**src/rtl/res_accum_pkg.sv**
```systemverilog
// Shared definitions for the batch accumulator: defaults, total width helper
// and the drop counter type.
`ifndef T
`define T 10
`endif

package res_accum_pkg;

  localparam int N_DEF     = 4;
  localparam int K_DEF     = 4;
  localparam int DEPTH_DEF = 4;

  typedef logic [7:0] drop_cnt_t;

  // Width that holds k results of n+1 bits without loss.
  function automatic int acc_width(input int n, input int k);
    return n + 1 + $clog2(k);
  endfunction

endpackage

```
**src/rtl/res_accum_if.sv**
```systemverilog
// Result-in / batch-total-out bundle for res_accum, with helper tasks for
// driving reset and idling cycles from the bench side.
interface res_accum_intf
  import res_accum_pkg::*;
#(
  parameter int N     = N_DEF,
  parameter int K     = K_DEF,
  parameter int DEPTH = DEPTH_DEF
) (
  input logic clk
);
  localparam int W  = acc_width(N, K);
  localparam int FW = $clog2(DEPTH) + 1;

  logic          rst;
  logic [N:0]    res;
  logic          res_vld;
  logic          flush;
  logic [W-1:0]  sum_out;
  logic          sum_vld;
  logic          sum_rdy;
  logic          drop_err;
  drop_cnt_t     drop_cnt;
  logic [FW-1:0] fill;

  // Reset is released on a falling edge so it never races the active edge.
  task automatic reset(input int cycles);
    rst     = 1'b0;
    res_vld = 1'b0;
    flush   = 1'b0;
    repeat (cycles) @(posedge clk);
    @(negedge clk);
    rst = 1'b1;
  endtask

  task automatic run(input int cycles);
    repeat (cycles) @(posedge clk);
  endtask

  modport master (
    input  clk, sum_out, sum_vld, drop_err, drop_cnt, fill,
    output rst, res, res_vld, flush, sum_rdy,
    import reset, run
  );

  modport slave (
    input  res, res_vld, flush, sum_rdy,
    output sum_out, sum_vld, drop_err, drop_cnt, fill
  );

endinterface

```
**src/rtl/res_fifo.sv**
```systemverilog
// Synchronous FIFO with extra-MSB pointers; head is read straight from the
// registered array and forced to zero while empty.
module res_fifo #(
  parameter  int WIDTH = 7,
  parameter  int DEPTH = 4,
  localparam int AW    = $clog2(DEPTH),
  localparam int PW    = AW + 1
) (
  input  logic             clk,
  input  logic             rst,
  input  logic             push,
  input  logic             pop,
  input  logic [WIDTH-1:0] din,
  output logic [WIDTH-1:0] dout,
  output logic             empty,
  output logic             full,
  output logic [PW-1:0]    fill
);

  logic [WIDTH-1:0] r_mem [DEPTH];
  logic [PW-1:0]    r_wptr, r_rptr;
  logic             w_rd, w_wr;

  assign empty = (r_wptr == r_rptr);
  assign full  = (r_wptr[AW] != r_rptr[AW]) && (r_wptr[AW-1:0] == r_rptr[AW-1:0]);
  assign fill  = r_wptr - r_rptr;

  // A full FIFO still takes a write when the head leaves in the same cycle.
  assign w_rd = pop & ~empty;
  assign w_wr = push & (~full | w_rd);

  always_ff @(posedge clk or negedge rst) begin
    if (!rst) begin
      r_wptr <= '0;
      r_rptr <= '0;
    end else begin
      if (w_wr) r_wptr <= r_wptr + PW'(1);
      if (w_rd) r_rptr <= r_rptr + PW'(1);
    end
  end

  always_ff @(posedge clk) begin
    if (w_wr) r_mem[r_wptr[AW-1:0]] <= din;
  end

  assign dout = empty ? '0 : r_mem[r_rptr[AW-1:0]];

endmodule

```
**src/rtl/res_accum.sv**
```systemverilog
// Sums every K valid results into one total, queues totals in a FIFO and
// tracks batches lost when the FIFO cannot take them.
module res_accum
  import res_accum_pkg::*;
#(
  parameter  int N     = N_DEF,
  parameter  int K     = K_DEF,
  parameter  int DEPTH = DEPTH_DEF,
  localparam int W     = acc_width(N, K)
) (
  input logic           clk,
  input logic           rst,
  res_accum_intf.slave  bus
);

  localparam int IW = $clog2(K);

  logic [W-1:0]  r_acc;
  logic [IW-1:0] r_idx;
  logic          r_drop_err;
  drop_cnt_t     r_drop_cnt;

  logic [W-1:0]  w_total;
  logic          w_last, w_push, w_pop, w_drop;
  logic          w_empty, w_full;

  assign w_total = r_acc + W'(bus.res);
  // Flush overrides a completing result, so no total is produced then.
  assign w_last  = bus.res_vld & ~bus.flush & (r_idx == IW'(K - 1));
  assign w_pop   = ~w_empty & bus.sum_rdy;
  assign w_push  = w_last & (~w_full | w_pop);
  assign w_drop  = w_last & w_full & ~w_pop;

  always_ff @(posedge clk or negedge rst) begin
    if (!rst) begin
      r_acc <= '0;
      r_idx <= '0;
    end else if (bus.flush) begin
      r_acc <= '0;
      r_idx <= '0;
    end else if (bus.res_vld) begin
      if (w_last) begin
        r_acc <= '0;
        r_idx <= '0;
      end else begin
        r_acc <= w_total;
        r_idx <= r_idx + IW'(1);
      end
    end
  end

  always_ff @(posedge clk or negedge rst) begin
    if (!rst) begin
      r_drop_err <= 1'b0;
      r_drop_cnt <= '0;
    end else if (w_drop) begin
      r_drop_err <= 1'b1;
      if (r_drop_cnt != 8'hFF) r_drop_cnt <= r_drop_cnt + 8'd1;
    end
  end

  res_fifo #(
    .WIDTH (W),
    .DEPTH (DEPTH)
  ) u_fifo (
    .clk   (clk),
    .rst   (rst),
    .push  (w_push),
    .pop   (w_pop),
    .din   (w_total),
    .dout  (bus.sum_out),
    .empty (w_empty),
    .full  (w_full),
    .fill  (bus.fill)
  );

  assign bus.sum_vld  = ~w_empty;
  assign bus.drop_err = r_drop_err;
  assign bus.drop_cnt = r_drop_cnt;

endmodule

```
**src/flat_wrapper.sv**
```systemverilog
// flat-port wrapper written by rule: the top's interface ports become plain ports
module res_accum_flat import res_accum_pkg::*;
#(
  parameter  int N     = N_DEF,
  parameter  int K     = K_DEF,
  parameter  int DEPTH = DEPTH_DEF,
  localparam int W     = acc_width(N, K)
)
  (clk, rst, bus_res, bus_sum_rdy, bus_sum_out, bus_sum_vld, bus_drop_err, bus_drop_cnt, bus_fill);
  res_accum_intf #(.N(N), .K(K), .DEPTH(DEPTH)) bus_i (.clk(clk));
  input logic clk;
  input logic rst;
  input wire logic [$bits(bus_i.res)-1:0] bus_res;
  input wire logic [$bits(bus_i.sum_rdy)-1:0] bus_sum_rdy;
  output wire logic [$bits(bus_i.sum_out)-1:0] bus_sum_out;
  output wire logic [$bits(bus_i.sum_vld)-1:0] bus_sum_vld;
  output wire logic [$bits(bus_i.drop_err)-1:0] bus_drop_err;
  output wire logic [$bits(bus_i.drop_cnt)-1:0] bus_drop_cnt;
  output wire logic [$bits(bus_i.fill)-1:0] bus_fill;
  assign bus_i.res = bus_res;
  assign bus_i.sum_rdy = bus_sum_rdy;
  assign bus_sum_out = bus_i.sum_out;
  assign bus_sum_vld = bus_i.sum_vld;
  assign bus_drop_err = bus_i.drop_err;
  assign bus_drop_cnt = bus_i.drop_cnt;
  assign bus_fill = bus_i.fill;
  res_accum #(.N(N), .K(K), .DEPTH(DEPTH)) u_core (.clk(clk), .rst(rst), .bus(bus_i));
endmodule
```
**config.mk**
```make
export PLATFORM = sky130hd
export DESIGN_NAME = res_accum_flat
export DESIGN_NICKNAME = d
export VERILOG_FILES = /design/src/rtl/res_accum_pkg.sv /design/src/rtl/res_accum_if.sv /design/src/rtl/res_fifo.sv /design/src/rtl/res_accum.sv /design/src/flat_wrapper.sv
export SDC_FILE = /design/constraint.sdc
export NUM_CORES = 1
export LEC_CHECK = 0
export CAP_MARGIN = 30
export CORE_AREA = 2 2 39 41
export DETAILED_ROUTE_END_ITERATION = 12
export DIE_AREA = 0 0 41 43
export SYNTH_ARGS = -nofsm -noshare
export SYNTH_HDL_FRONTEND = slang
export SYNTH_SLANG_ARGS = --single-unit
```
**constraint.sdc**
```tcl
create_clock -name clk -period 2.2 [get_ports clk]
set_input_delay 0.33 -clock clk [delete_from_list [all_inputs] [get_ports clk]]
set_output_delay 0.33 -clock clk [all_outputs]
set_load 0.01 [all_outputs]
```
# Yosys cells after proc, flatten, opt, wreduce, memory -nomap -nowiden
# Memory sizes are Yosys's and may differ from the RTL's.
# Index checks and enable logic that the tools add are counted.
[word_totals] ram_bits=28 n_memories=1 elab_cells=44 mem_bits_ro=0 inputBits=8 regBits=24 latchBits=0 out_inout_bits=20
[memory_table] name="u_core.u_fifo.r_mem" words=4 width=7 read_ports=1 rd_clocked_by_memory_dff=0 write_ports=1 line="res_fifo.sv:20" rtl="logic [WIDTH-1:0] r_mem [DEPTH];"
[classes] div=0 eq_ne=5 n_shift=0 addsub=6 n_mul=0 muxes=9 magnitude_cmp=0 n_bitwise=14 reduce_logical=3
[ops] operator="$mux 7" n=4
[ops] operator="$add 8x1->8 const B" n=1
[ops] operator="$and 1x1->1" n=8
[ops] operator="$ne 8x8->1 const B" n=1
[ops] operator="$add 7x5->7" n=1
[ops] operator="$add 3x1->3 const B" n=2
[ops] operator="$mux 2" n=3
[ops] operator="$not 1->1" n=4
[ops] operator="$eq 3x3->1" n=1
[ops] operator="$sub 3x3->3" n=1
[ops] operator="$add 2x1->2 const B" n=1
[ops] operator="$eq 2x2->1" n=1
[ops] operator="$eq 2x2->1 const B" n=1
[ops] operator="$mux 1" n=2
[ops] operator="$or 1x1->1" n=2
[ops] operator="$reduce_and 2->1" n=1
[ops] operator="$reduce_bool 2->1" n=1
[ops] operator="$logic_and 1x1->1" n=1
[ops] operator="$ne 1x1->1" n=1

# Longest topological paths before layout
# Gate-level depths: netlist (run 1).
[depth] depth_word=8 mapped_depth=5 ltp_nobuf=5

# Hierarchy
# Synthesis (run 1) repeated with hierarchy kept, for this count alone.
[hier_totals] cells_unflattened=203 hier_area_um2=2662.6
[modules_own_cells] mod="res_fifo" area_per_inst_um2=1516.5 instances=1 seq_area_each_um2=991.0 cells_each=89
[modules_own_cells] mod="res_accum" area_per_inst_um2=1142.3 instances=1 seq_area_each_um2=450.4 cells_each=113
[modules_own_cells] mod="res_accum_flat" area_per_inst_um2=3.8 instances=1 seq_area_each_um2=0.0 cells_each=1

# Least setup slack after synthesis (run 1)
# OpenSTA, ideal clock, no wires.
[synth_path] path_type="reg-to-reg" start="register u_core.u_fifo.r_rptr[0]" end="register u_core.u_fifo.r_rptr[1]" setup_slack_ns=0.837 arrival_time_ns=1.238 path_stages_with_launch=6 t_required_ns=2.075 setup_time_ns=0.125 n_path_buf=0 period_less_slack_ns=1.363 cell_sequence="dfrtp_1 inv_1 ha_1 ha_1 nor2b_4 mux2_4"
[synth_between] elab_chain_cells=4 elab_cells_between_ends=5 classes_between="1 x add/sub; 1 x eq/ne; 3 x bitwise"
[synth_lines] element="start: declaration" line="res_fifo.sv:21" rtl="logic [PW-1:0] r_wptr, r_rptr;"
[synth_lines] element="start signal: assignment" line="res_fifo.sv:38" rtl="if (w_rd) r_rptr <= r_rptr + PW'(1);"
[synth_lines] element="$eq 3x3->1" line="res_fifo.sv:24" rtl="assign empty = (r_wptr == r_rptr);"
[synth_lines] element="$not 1->1" line="res_fifo.sv:29, res_accum.sv:30"
[synth_lines] element="$and 1x1->1" line="res_accum.sv:30" rtl="assign w_pop = ~w_empty & bus.sum_rdy;"
[synth_lines] element="$and 1x1->1" line="res_fifo.sv:29" rtl="assign w_rd = pop & ~empty;"
# Several ways; a longest one is shown, not always the timed one.
# A chain may end at the register's enable or synchronous reset.

# Worst setup path after layout (run 1)
[layout_path] start="register u_core.u_fifo.r_rptr[0]" end="output port bus_sum_vld"
[layout_between] elab_chain_cells=2
[layout_lines] element="$eq 3x3->1" line="res_fifo.sv:24"
[layout_lines] element="$not 1->1" line="res_accum.sv:77" rtl="assign bus.sum_vld = ~w_empty;"
[layout_lines] element="end: declaration" line="flat_wrapper.sv:16" rtl="output wire logic [$bits(bus_i.sum_vld)-1:0] bus_sum_vld;"
# Every way passes these cells.

==> flow_metrics.tcl, run 1 <==
set metrics [dict create \
    fin_tns_setup_ns 0 \
    start_util_pct 22.60 \
    swShare_pct 34.95 \
    drt-pass1-iter-count 1 \
    io_buffers 6 \
    largest_registers "u_core.u_fifo.r_rptr: 3 flops" \
    slowest_stage "clkdlybuf4s50_1" \
    seq_area_um2 75.07 \
    place_congestion 0.6065 \
    grt_max_degree 4 \
    seq_area_frac_synth_pct 24.00 \
    path_cells "inv_1, ha_1, ha_1, inv_1, clkdlybuf4s50_1" \
    grt_usage_pct 5.942 \
    dpl.hpwl_um 291.9 \
    period_minus_slack_ns 2.020 \
    yosysWarnings 2 \
    synth_top_area_cell "buf_4" \
    antenna_found_initial 0 \
    drv_slew 0 \
    pre_cts_slack_ns 0.4259 \
    ctsHoldBuffers 0 \
    drive_above_1_share_pct 12.20 \
    clock_skew_ns 0.001094 \
    n_antenna_cell 0 \
    clock_latency_ns 0.24 \
    multi_input_area_um2 151.4 \
    area_growth_pct 11.20 \
    die_w_um 41 \
    h-tree-depth 1 \
    synth.distinct_cells 9 \
    cts_buffers 3 \
    power.internal_mw 0.3209 \
    largest_reg_flops 3 \
    layout.cells.non_filler 57 \
    cpLargestDelayFamily "buffers and inverters" \
    io-pin-count 28 \
    yosys.area.top_type_share_pct 40.80 \
    final_common_cell "conb_1" \
    first_global_vias 151 \
    nFillCells 156 \
    maxCapViolations 0 \
    dpl-instance-area_um2 321.6 \
    status "complete, no violations" \
    cts-root-buf "clkbuf_4" \
    drt-wirelength-per-cell_um 6.544 \
    route.detailed.vias_per_inst 2.965 \
    end_kind "output port" \
    drtAntennaViolNets 0 \
    die_area_um2 1763 \
    drc 0 \
    clkTransAtPathRegs_ns 0.04 \
    critPathKind "reg -> out" \
    rrSetupSlack_ns 0.77 \
    peakVddDrop_mv 0.3815 \
    cts_tree "yes" \
    nets 53 \
    coreArea_um2 1384 \
    synth_area_um2 312.8 \
    rsz0062_at_grt "no" \
    power_mw 0.4933 \
    totalWireLength_um 373 \
    worstPathArrival_ns 1.69 \
    final_cell_area_um2 347.8 \
    synth.area.top_cells "buf_4, dfrtp_1, ha_1" \
    pwr-share-comb_pct 58.1 \
    p_switching_mw 0.1724 \
    setup_ws_ns 0.1801 \
    cts_max_path_buffers 2 \
    cp_num_buf_inv 3 \
    drt_iter0_markers 0 \
    p_leak_nw 0.1889 \
    fmax_mhz 495.1 \
    final_cell_mix "conb_1, clkdlybuf4s50_1, inv_1" \
    placedCellCount 53 \
    seq_power_share_pct 21.9 \
    ys_seq_elements 3 \
    cts.repair.resized 0 \
    cts.sinks 3 \
    required_ns 1.87 \
    regMostFlops "u_core.u_fifo.r_rptr" \
    pwr-share-clk_pct 20.0 \
    max_stage_delay_ns 0.52 \
    dr_total_vias 169 \
    die_y_um 43 \
    crit_fanout 3 \
    grt-ovfl-total 0 \
    setup_viol 0 \
    post_cts_buffers 0 \
    fin_crit_sh_pct 91.81 \
    avgSynthCellArea_um2 9.479 \
    startpoint_type "flop" \
    rows 14 \
    hold_viol 0 \
    p_per_area_nw_per_um2 1418 \
    grt_pass1_wl_um 579 \
    syn_inst 33 \
    min_path_type "in -> async" \
]
[synth_stat cells, drive strengths merged]
cell type and n:
inv 4, buf 17, dfrtp 3, xnor2 2, ha 3, conb 1, mux2 1, nor2b 1
nand3b 1
[metrics by stage]
step           util [%]  hold slack (ns)
2_1_floorplan         -          0.03441
3_5_place_dp      23.24           0.4768
5_1_grt           25.14           0.2809
6_report          25.14           0.2730
4_1_cts           25.14           0.2679
3_3_place_gp      23.24           0.4794
[final cells by class]
| type | count | area share (%) |
|---|---|---|
| tap | 16 | 5.755 |
| timing repair buffer | 6 | 17.27 |
| multi-input combinational | 24 | 43.53 |
| clock buffer | 4 | 7.554 |
| inverter | 4 | 4.317 |
| sequential | 3 | 21.58 |
[per-layer routing]
| layer | vias up | wire, um | GRT usage, % | share of wire, % |
|---|---|---|---|---|
| li1 | 80 | - | - | - |
| met1 | 70 | 134 | 5.519 | 36 |
| met2 | 15 | 159 | 6.563 | 43 |
| met3 | 4 | 54 | 3.141 | 14 |
| met4 | 0 | 23 | 10.00 | 6.2 |
| met5 | - | 0 | 0 | 0 |
[power groups by stage]
stage / registers, mW / logic [mW] / clock network (mW)
6_report: 0.108 / 0.287 / 0.0987
5_1_grt: 0.114 / 0.321 / 0.106
2_1_floorplan: 0.103 / 0.206 / 0
3_3_place_gp: 0.109 / 0.290 / 0
4_1_cts: 0.109 / 0.293 / 0.106
3_5_place_dp: 0.110 / 0.290 / 0
[worst paths after layout]
kind,to,startpoint,depth (start not counted)
hold reg to reg,u_core.u_fifo.r_rptr[2],u_core.u_fifo.r_rptr[2],1
hold / removal,u_core.u_fifo.r_rptr[1],rst,1
setup / recovery,bus_sum_vld,u_core.u_fifo.r_rptr[0],5
max in group asynchronous,u_core.u_fifo.r_rptr[0],rst,1
setup reg to reg,u_core.u_fifo.r_rptr[1],u_core.u_fifo.r_rptr[0],5
min in group clk,u_core.u_fifo.r_rptr[2],u_core.u_fifo.r_rptr[2],1
[kinds of logic after synthesis]
| logic type | count (synthesis) | synth area share (%) |
|---|---|---|
| simple gates | 2 | 6.800 |
| flops | 3 | 24.00 |
| mux | 1 | 4.799 |
| other cells | 1 | 1.199 |
| buf+inv | 21 | 45.60 |
| fa+ha+maj | 3 | 12.00 |
| xor+xnor | 2 | 5.601 |
(Power assumes the default switching activity.)
==> run 2: changes to the inputs <==
- CORE_AREA: 2 2 39 41 -> not set
- CORE_MARGIN: not set -> 2
- CORE_UTILIZATION: not set -> 45
- DIE_AREA: 0 0 41 43 -> not set
- PLACE_DENSITY: not set -> 0.66
- SYNTH_HIERARCHICAL: not set -> 1
==> flow_metrics.tcl, run 2 <==
set metrics [dict create \
    largest_reg_flops 28 \
    cts.sinks 52 \
    pre_cts_slack_ns -0.3356 \
    clkTransAtPathRegs_ns 0.10 \
    yosys.cell_count.top_type "edfxtp_1" \
    grt_pass1_wl_um 8300 \
    cp_num_buf_inv 2 \
    synth_edf_count 28 \
    ctsHoldBuffers 0 \
    grt-ovfl-total 0 \
    synth.area.top_cells "edfxtp_1, dfrtp_1, ha_1" \
    io-pin-count 28 \
    setup_viol 1 \
    min_path_type "in -> async" \
    hold_viol 0 \
    die_area_um2 6548 \
    peakVddDrop_mv 0.5669 \
    dr_total_vias 1772 \
    n_antenna_cell 0 \
    drc 0 \
    place_congestion 0.7808 \
    syn_inst 203 \
    h-tree-depth 2 \
    drive_above_1_share_pct 24.53 \
    nFillCells 521 \
    dpl.hpwl_um 3538 \
    drtAntennaViolNets 0 \
    placedCellCount 325 \
    yosys.area.top_type_share_pct 31.58 \
    startpoint_type "flop" \
    clock_latency_ns 0.31 \
    seq_area_frac_synth_pct 54.14 \
    io_buffers 27 \
    end_kind "output port" \
    cts_tree "yes" \
    fin_crit_sh_pct 100.4 \
    cpLargestDelayFamily "buffers and inverters" \
    layout.cells.non_filler 340 \
    final_cell_mix "edfxtp_1, dfrtp_1, buf_4" \
    maxCapViolations 0 \
    violations "setup timing" \
    synth.distinct_cells 47 \
    synth_area_um2 2663 \
    fmax_mhz 452.7 \
    ys_seq_elements 52 \
    avgSynthCellArea_um2 13.12 \
    antenna_found_initial 0 \
    crit_fanout 4 \
    worstPathArrival_ns 1.88 \
    totalWireLength_um 5164 \
    area_growth_pct 24.34 \
    rows 28 \
    setup_ws_ns -0.008815 \
    yosysWarnings 10 \
    whs_ns 0.3743 \
    synth_top_area_cell "edfxtp_1" \
    period_minus_slack_ns 2.209 \
    status "complete, but fails checks" \
    drv_slew 0 \
    drt-pass1-iter-count 4 \
    drt_iter0_markers 114 \
    cts-root-buf "clkbuf_8" \
    die_y_um 80.92 \
    p_leak_nw 1.403 \
    path_cells "ha_1, nand2_2, nor2_4, inv_1, clkdlybuf4s50_1" \
    final_common_cell "edfxtp_1" \
    grt_usage_pct 16.93 \
    grt_max_degree 25 \
    async_flop_share_pct 46.15 \
    ys_top_cells_by_count "edfxtp_1, dfrtp_1, ha_1" \
    required_ns 1.87 \
    critPathKind "reg -> out" \
    p_per_area_nw_per_um2 992.4 \
    coreArea_um2 5816 \
    clock_skew_ns 0.008466 \
    fin_tns_setup_ns -0.008815 \
    nets 288 \
    cts_max_path_buffers 2 \
    start_util_pct 45.78 \
    rsz0062_at_grt "yes" \
    drt-wirelength-per-cell_um 15.19 \
    slowest_stage "clkdlybuf4s50_1" \
    cts_buffers 5 \
    ys.flop_type "edfxtp_1" \
    first_global_vias 1692 \
    die_w_um 80.92 \
    route.detailed.vias_per_inst 5.212 \
    max_stage_delay_ns 0.47 \
]
## run 2: path summary, 6_finish.rpt
path	start	to	slack [ns]	cells after the start
min in group clk	u_core/bus.drop_err	u_core/bus.drop_err	0.48	1
worst max register to register	u_core/u_fifo/r_rptr[0]	u_core/u_fifo/r_rptr[1]	0.15	8
worst min register to register	u_core/bus.drop_err	u_core/bus.drop_err	0.48	1
worst max-delay path	u_core/u_fifo/r_rptr[0]	bus_sum_vld	-0.009	5
max in group asynchronous	rst	u_core/u_fifo/r_rptr[1]	1.56	2
worst min-delay path	rst	u_core/u_fifo/r_rptr[0]	0.37	2
## run 2: layout make-up
class / instances / area, um2 / share of cell area, %
inverter: 8 / 30.03 / 0.9070
clock inverter: 3 / 27.53 / 0.8314
timing repair buffer: 51 / 439.2 / 13.27
tap: 75 / 93.84 / 2.834
sequential: 52 / 1443 / 43.58
multi-input combinational: 146 / 1209 / 36.51
clock buffer: 5 / 68.82 / 2.079
## run 2: what timing repair did
action                                  in CTS  in global routing
cloned                                       1                  0
resized for setup                           14                 14
buffers inserted                             4                  2
endpoints found under the setup margin      10                 12
pin swaps                                    2                  1
endpoints found under the hold margin        0                  0
## run 2: worst reg2reg max path, delay by kind of cell (launching register included)
family | cells | cell delay, ns
buffers and inverters | 2 | 0.20
DFF | 1 | 0.43
muxes | 1 | 0.37
AOI/OAI and AO/OA | 1 | 0.14
adders and majority gates | 1 | 0.35
and+or+nand+nor | 3 | 0.46
## run 2: cells by family (layout without fill, tap and decap cells)
family / count (synthesis) / after routing / share of synthesized area, %
buffers and inverters: 13 / 67 / 2.725
AO/OA/AOI/OAI: 29 / 29 / 7.613
AND/OR/NAND/NOR: 67 / 68 / 14.80
other: 1 / 8 / 0.1408
XOR/XNOR: 12 / 12 / 3.947
flip-flops: 52 / 52 / 54.14
multiplexers: 13 / 13 / 8.552
adder cells (fa/ha/maj): 16 / 16 / 8.083
## run 2: layer usage
| layer | share of wire (%) | wire [um] | track usage (%) |
|---|---|---|---|
| met5 | 0 | 0 | 0 |
| met4 | 1.1 | 59 | 4.576 |
| met3 | 2.8 | 143 | 3.000 |
| met2 | 52 | 2683 | 28.51 |
| met1 | 44 | 2278 | 22.69 |
## run 2: through the flow
| stage | power [mW] | instance area [um2] | utilization [%] |
|---|---|---|---|
| 2_1_floorplan | 2.012 | 2698 | - |
| 3_3_place_gp | 2.638 | 3153 | 54.22 |
| 3_5_place_dp | 2.663 | 3153 | 54.22 |
| 4_1_cts | 3.302 | 3299 | 56.73 |
| 5_1_grt | 3.538 | 3311 | 56.93 |
| 6_report | 3.286 | 3311 | 56.93 |
## run 2: power breakdown
group          switching (mW)  leakage (nW)  internal (mW)
clock network           0.337        0.0463          0.234
logic                   0.734         0.783          0.792
registers              0.0678         0.574           1.12
total                    1.14          1.40           2.15
